[src/rtl/alu_sweep_controller_if.sv]
// alu_sweep_controller_if: board controls, ALU select/result handshake and sweep status.
// master is the sweep controller, slave is the board/ALU side.
interface alu_sweep_controller_if;
    logic        SWP_start;
    logic        SWP_step_mode;
    logic        SWP_step;
    logic        SWP_abort;
    logic [31:0] SWP_alu_result;
    logic        SWP_alu_ovf;
    logic        SWP_alu_zero;
    logic [2:0]  SWP_alu_op;
    logic [2:0]  SWP_alu_sel;
    logic        SWP_busy;
    logic        SWP_done;
    logic        SWP_vec_valid;
    logic [31:0] SWP_vec_result;
    logic [31:0] SWP_checksum;
    logic [6:0]  SWP_ovf_count;
    logic [6:0]  SWP_zero_count;
    modport master (
        input  SWP_start, SWP_step_mode, SWP_step, SWP_abort,
        input  SWP_alu_result, SWP_alu_ovf, SWP_alu_zero,
        output SWP_alu_op, SWP_alu_sel, SWP_busy, SWP_done, SWP_vec_valid,
        output SWP_vec_result, SWP_checksum, SWP_ovf_count, SWP_zero_count
    );
    modport slave (
        output SWP_start, SWP_step_mode, SWP_step, SWP_abort,
        output SWP_alu_result, SWP_alu_ovf, SWP_alu_zero,
        input  SWP_alu_op, SWP_alu_sel, SWP_busy, SWP_done, SWP_vec_valid,
        input  SWP_vec_result, SWP_checksum, SWP_ovf_count, SWP_zero_count
    );
endinterface

[src/rtl/alu_sweep_controller.sv]
// alu_sweep_controller: steps the ALU through all 64 sel/op vectors, settling each
// before capture, and folds results into a rotating checksum and flag counters.
module alu_sweep_controller #(
    parameter int SETTLE = 4
) (
    input logic SWP_clk,
    input logic SWP_rst_n,
    alu_sweep_controller_if.master bus
);
    typedef enum logic [1:0] {IDLE, SETTLING, WAIT_STEP, DONE} state_t;
    localparam logic [3:0] RELOAD = 4'(SETTLE - 1);
    state_t      state;
    logic [5:0]  idx;
    logic [3:0]  cnt;
    logic        busy, done, vec_valid;
    logic [31:0] vec_result, checksum;
    logic [6:0]  ovf_count, zero_count;
    // idx is a register, so op/sel taken straight from it are registered outputs
    assign bus.SWP_alu_sel    = idx[5:3];
    assign bus.SWP_alu_op     = idx[2:0];
    assign bus.SWP_busy       = busy;
    assign bus.SWP_done       = done;
    assign bus.SWP_vec_valid  = vec_valid;
    assign bus.SWP_vec_result = vec_result;
    assign bus.SWP_checksum   = checksum;
    assign bus.SWP_ovf_count  = ovf_count;
    assign bus.SWP_zero_count = zero_count;
    always_ff @(posedge SWP_clk or negedge SWP_rst_n) begin
        if (!SWP_rst_n) begin
            state      <= IDLE;
            idx        <= '0;
            cnt        <= '0;
            busy       <= 1'b0;
            done       <= 1'b0;
            vec_valid  <= 1'b0;
            vec_result <= '0;
            checksum   <= '0;
            ovf_count  <= '0;
            zero_count <= '0;
        end else begin
            vec_valid <= 1'b0;
            if (bus.SWP_abort) begin
                state <= IDLE;
                idx   <= '0;
                busy  <= 1'b0;
                done  <= 1'b0;
            end else begin
                case (state)
                    IDLE, DONE: if (bus.SWP_start) begin
                        state      <= SETTLING;
                        idx        <= '0;
                        cnt        <= RELOAD;
                        busy       <= 1'b1;
                        done       <= 1'b0;
                        checksum   <= '0;
                        ovf_count  <= '0;
                        zero_count <= '0;
                    end
                    SETTLING: if (cnt != 4'd0) begin
                        cnt <= cnt - 4'd1;
                    end else begin
                        vec_result <= bus.SWP_alu_result;
                        checksum   <= {checksum[30:0], checksum[31]} ^ bus.SWP_alu_result;
                        ovf_count  <= ovf_count + 7'(bus.SWP_alu_ovf);
                        zero_count <= zero_count + 7'(bus.SWP_alu_zero);
                        vec_valid  <= 1'b1;
                        if (idx == 6'd63) begin
                            state <= DONE;
                            busy  <= 1'b0;
                            done  <= 1'b1;
                        end else if (bus.SWP_step_mode) begin
                            state <= WAIT_STEP;
                        end else begin
                            idx <= idx + 6'd1;
                            cnt <= RELOAD;
                        end
                    end
                    WAIT_STEP: if (bus.SWP_step) begin
                        state <= SETTLING;
                        idx   <= idx + 6'd1;
                        cnt   <= RELOAD;
                    end
                    default: state <= IDLE;
                endcase
            end
        end
    end
endmodule

[src/flat_wrapper.sv]
// flat-port wrapper written by rule: the top's interface ports become plain ports
module alu_sweep_controller_flat 
#(
    parameter int SETTLE = 4
)
  (SWP_clk, SWP_rst_n, bus_SWP_start, bus_SWP_step_mode, bus_SWP_step, bus_SWP_abort, bus_SWP_alu_result, bus_SWP_alu_ovf, bus_SWP_alu_zero, bus_SWP_alu_op, bus_SWP_alu_sel, bus_SWP_busy, bus_SWP_done, bus_SWP_vec_valid, bus_SWP_vec_result, bus_SWP_checksum, bus_SWP_ovf_count, bus_SWP_zero_count);
  alu_sweep_controller_if bus_i ();
  input logic SWP_clk;
  input logic SWP_rst_n;
  input wire logic [$bits(bus_i.SWP_start)-1:0] bus_SWP_start;
  input wire logic [$bits(bus_i.SWP_step_mode)-1:0] bus_SWP_step_mode;
  input wire logic [$bits(bus_i.SWP_step)-1:0] bus_SWP_step;
  input wire logic [$bits(bus_i.SWP_abort)-1:0] bus_SWP_abort;
  input wire logic [$bits(bus_i.SWP_alu_result)-1:0] bus_SWP_alu_result;
  input wire logic [$bits(bus_i.SWP_alu_ovf)-1:0] bus_SWP_alu_ovf;
  input wire logic [$bits(bus_i.SWP_alu_zero)-1:0] bus_SWP_alu_zero;
  output wire logic [$bits(bus_i.SWP_alu_op)-1:0] bus_SWP_alu_op;
  output wire logic [$bits(bus_i.SWP_alu_sel)-1:0] bus_SWP_alu_sel;
  output wire logic [$bits(bus_i.SWP_busy)-1:0] bus_SWP_busy;
  output wire logic [$bits(bus_i.SWP_done)-1:0] bus_SWP_done;
  output wire logic [$bits(bus_i.SWP_vec_valid)-1:0] bus_SWP_vec_valid;
  output wire logic [$bits(bus_i.SWP_vec_result)-1:0] bus_SWP_vec_result;
  output wire logic [$bits(bus_i.SWP_checksum)-1:0] bus_SWP_checksum;
  output wire logic [$bits(bus_i.SWP_ovf_count)-1:0] bus_SWP_ovf_count;
  output wire logic [$bits(bus_i.SWP_zero_count)-1:0] bus_SWP_zero_count;
  assign bus_i.SWP_start = bus_SWP_start;
  assign bus_i.SWP_step_mode = bus_SWP_step_mode;
  assign bus_i.SWP_step = bus_SWP_step;
  assign bus_i.SWP_abort = bus_SWP_abort;
  assign bus_i.SWP_alu_result = bus_SWP_alu_result;
  assign bus_i.SWP_alu_ovf = bus_SWP_alu_ovf;
  assign bus_i.SWP_alu_zero = bus_SWP_alu_zero;
  assign bus_SWP_alu_op = bus_i.SWP_alu_op;
  assign bus_SWP_alu_sel = bus_i.SWP_alu_sel;
  assign bus_SWP_busy = bus_i.SWP_busy;
  assign bus_SWP_done = bus_i.SWP_done;
  assign bus_SWP_vec_valid = bus_i.SWP_vec_valid;
  assign bus_SWP_vec_result = bus_i.SWP_vec_result;
  assign bus_SWP_checksum = bus_i.SWP_checksum;
  assign bus_SWP_ovf_count = bus_i.SWP_ovf_count;
  assign bus_SWP_zero_count = bus_i.SWP_zero_count;
  alu_sweep_controller #(.SETTLE(SETTLE)) u_core (.SWP_clk(SWP_clk), .SWP_rst_n(SWP_rst_n), .bus(bus_i));
endmodule
[config.mk]
export PLATFORM = sky130hd
export DESIGN_NAME = alu_sweep_controller_flat
export DESIGN_NICKNAME = d
export VERILOG_FILES = /design/src/rtl/alu_sweep_controller_if.sv /design/src/rtl/alu_sweep_controller.sv /design/src/flat_wrapper.sv
export SDC_FILE = /design/constraint.sdc
export NUM_CORES = 1
export LEC_CHECK = 0
export BUFFER_PORTS_ARGS = -buffer_cell sky130_fd_sc_hd__buf_2
export CAP_MARGIN = 20
export CORE_MARGIN = 1.5
export CORE_UTILIZATION = 40
export DETAILED_ROUTE_END_ITERATION = 12
export PLACE_DENSITY = 0.69
export SLEW_MARGIN = 10
export SYNTH_ARGS = -nofsm -noshare
export SYNTH_HDL_FRONTEND = slang
export SYNTH_SLANG_ARGS = --single-unit
[constraint.sdc]
create_clock -name SWP_clk -period 6.4 [get_ports SWP_clk]
set_input_delay 0.96 -clock SWP_clk [delete_from_list [all_inputs] [get_ports SWP_clk]]
set_output_delay 0.96 -clock SWP_clk [all_outputs]
set_load 0.02 [all_outputs]
==> results.py <==
metrics = {
    "status": {
        "status": "finished, final reports clean",
    },
    "placement": {
        "io_buffers": 126,
        "dp_hpwl_um": 6700,
        "place_area_um2": 5130,
        "dp_cells": 668,
        "place_ws_ns": 3.45,
        "routabilityCongestion": 0.854,
    },
    "timing": {
        "fin_crit_sh": 0.391,
        "hold_viol": 0,
        "max_freq_mhz": 399,
        "finalMaxSlewViolations": 0,
        "fin_crit_ns": 2.51,
        "setup_viol": 0,
        "maxSlewHeadroom": 0.476,
        "skew_ns": 0.00657,
        "layout_setup_ws_ns": 3.89,
        "tightest_slew_ns": 0.786,
        "fin_setup_tns_ns": 0,
        "rsz0062_at_grt": "no",
    },
    "finish": {
        "final_cells": 685,
        "antennaDiodeCount": 0,
        "final_cell_mix": "125 x buf_2, 93 x dfrtp_1, 88 x nand2_1, 56 x o21ai_0, 34 x mux2_2",
        "layout.nets": 588,
        "area_delta_synth_final_pct": 22.2,
        "multiInputGateArea_um2": 1960,
        "register_area_um2": 2330,
        "nFillCells": 977,
        "final_common_cell": "buf_2",
        "stdcell_area_um2": 5390,
        "drive_gt1_frac": 0.350,
    },
    "synthesis": {
        "postSynthCellCount": 423,
        "ys_seq_elements": 93,
        "yosysSeqAreaShare": 0.528,
        "yosys_warnings": 0,
        "syn_avg_cell_area_um2": 10.4,
        "syn_nets": 471,
        "synth_area_um2": 4410,
        "yosysUniqueCellTypes": 41,
    },
    "worst_setup_path": {
        "cpPeakStageDelay_ns": 0.58,
        "path_buf_inv": 2,
        "path_cells": "inv_1, ha_2, a221o_2, buf_4, o21ai_0, a22o_1",
        "worstPathMaxFanout": 92,
        "cp-start-kind": "register",
        "crit_family": "compound AO/OA/AOI/OAI gates",
        "slowest_stage": "ha_2",
        "arrival_ns": 2.75,
        "cp-end-kind": "register",
        "critical_path_class": "reg2reg",
        "worst-endpoint-required_ns": 6.64,
    },
    "global_routing": {
        "grt_pass1_wl_um": 15500,
        "grt_pass1_vias": 3236,
        "overflow": 0,
        "track_usage": 0.169,
        "grt_max_degree": 93,
        "antenna_found_initial": 0,
    },
    "worst_hold_path": {
        "worstHoldPathType": "reg2reg",
    },
    "cts": {
        "cts_buffer_depth": 2,
        "post_cts_buffers": 0,
        "cts-root-buf": "clkbuf_8",
        "postCtsResizedCells": 0,
        "clkSinkCount": 93,
        "htree_levels": 3,
        "holdBufCountCts": 0,
        "insertion_delay_ns": 0.36,
        "clkSlewWorstSetupHoldPaths_ns": 0.09,
        "tritoncts": "done",
        "numCtsBuffers": 9,
    },
    "floorplanning": {
        "fp.dieW_um": 108,
        "die-area_um2": 11700,
        "initial_core_util": 0.409,
        "core_area_um2": 10800,
        "rows": 38,
        "ios": 127,
        "dieHeight_um": 108,
    },
    "power": {
        "p_leak_nw": 2.81,
        "p_seq_frac": 0.403,
        "p_int_mw": 1.32,
        "power_density_nw_per_um2": 415,
        "p_clk_frac": 0.201,
        "swShare": 0.408,
        "p_sw_mw": 0.912,
        "peakVddDrop_v": 0.000197,
        "comb_power_share": 0.396,
    },
    "routing": {
        "num_vias": 3464,
        "viasPerCell": 5.06,
        "drt_first_iter_violations": 179,
        "finalWirelength_um": 9640,
        "wl_per_cell_um": 14.1,
        "firstDrtPassIters": 4,
        "drc": 0,
        "postRouteAntennaNets": 0,
    },
    "job": {
        "maxCapViolations": 0,
    },
}
[metrics by stage]
step	total power [mW]	utilization	hold slack [ns]
after floorplan	1.50	-	0.505
after global placement	1.77	0.475	0.488
after detailed placement	1.79	0.475	0.490
after CTS	2.25	0.497	0.512
after global routing	2.40	0.499	0.524
final	2.24	0.499	0.510
[worst paths after layout]
check	from	to	slack, ns	depth (start not counted)
worst max-delay path	u_core.state[1]$_DFFE_PN0P_	u_core.bus.SWP_zero_count[4]$_DFFE_PN0P_	3.89	6
worst min-delay path	u_core.bus.SWP_vec_result[17]$_DFFE_PN0P_	u_core.bus.SWP_vec_result[17]$_DFFE_PN0P_	0.51	1
worst max register to register	u_core.state[1]$_DFFE_PN0P_	u_core.bus.SWP_zero_count[4]$_DFFE_PN0P_	3.89	6
worst min register to register	u_core.bus.SWP_vec_result[17]$_DFFE_PN0P_	u_core.bus.SWP_vec_result[17]$_DFFE_PN0P_	0.51	1
max in group asynchronous	SWP_rst_n	u_core.bus.SWP_vec_result[2]$_DFFE_PN0P_	4.73	2
min in group asynchronous	SWP_rst_n	u_core.idx[1]$_DFFE_PN0P_	0.54	1
[power groups by stage]
stage / combinational (mW) / clock, mW / sequential (mW)
final: 0.886 / 0.449 / 0.900
after global routing: 0.980 / 0.490 / 0.929
after CTS: 0.881 / 0.466 / 0.903
after detailed placement: 0.880 / 0 / 0.912
after global placement: 0.861 / 0 / 0.906
after floorplan: 0.406 / 0 / 1.10
[cells in the mapped netlist]
cell       count  share of area
a2111oi_0      1         0.0020
a211o_1        1         0.0020
a211oi_1       1         0.0017
a21o_1         2         0.0034
a21oi_1        7         0.0079
a221o_1        1         0.0023
a22o_1        10          0.020
a311o_1        1         0.0023
a31oi_1        2         0.0028
and2_1         2         0.0028
and3_1         4         0.0057
buf_2          5         0.0057
buf_6          2         0.0051
clkbuf_1      16          0.014
dfrtp_1       93           0.53
ha_1           8          0.023
inv_1          5         0.0043
mux2_2        34          0.087
nand2_1       88          0.075
nand2b_1       6         0.0085
nand3_1        7         0.0079
nand4b_1       2         0.0040
nor2_1         5         0.0043
nor2b_1        4         0.0057
nor2b_4        1         0.0031
nor3_1         3         0.0034
nor4b_1        1         0.0020
o21a_1         1         0.0017
o21ai_0       56          0.064
o21ai_1        1         0.0011
o21bai_1       1         0.0017
o311ai_0       3         0.0060
o31ai_1        4         0.0068
or2_2          4         0.0057
or3_1          4         0.0057
or3_4          1         0.0026
or3b_4         1         0.0026
or4_1          1         0.0017
or4_4          1         0.0026
or4b_2         1         0.0023
xor2_1        32          0.064
[final cells by class]
class	count	share of cell area
inverters	5	0.00348
flip-flops and latches	93	0.432
repair buffers	129	0.125
well taps	140	0.0325
multi-input cells	302	0.364
clock buffers	10	0.0256
clock inverters	6	0.0170
[registers in the layout, summed over array words and instances (netlist names)]
register and cells:
u_core.bus.SWP_ovf_count 7, u_core.bus.SWP_vec_result 32, u_core.idx 6, u_core.bus.SWP_vec_valid 1, u_core.bus.SWP_busy 1, u_core.cnt 4
u_core.state 2, u_core.bus.SWP_checksum 32, u_core.bus.SWP_zero_count 7, u_core.bus.SWP_done 1
[kinds of logic after synthesis]
family,Yosys count,synth area share
simple gates,136,0.145
flops,93,0.528
compound gates,92,0.125
mux,34,0.0868
xor+xnor,32,0.0636
buf+inv,28,0.0287
fa+ha+maj,8,0.0227
[routing by layer]
layer	global-route usage	vias to the layer above	routed length (um)
li1	-	1694	-
met1	0.222	1663	4320
met2	0.261	93	4600
met3	0.0416	14	531
met4	0.0836	0	187
met5	0	-	0
(Power assumes the default switching activity.)
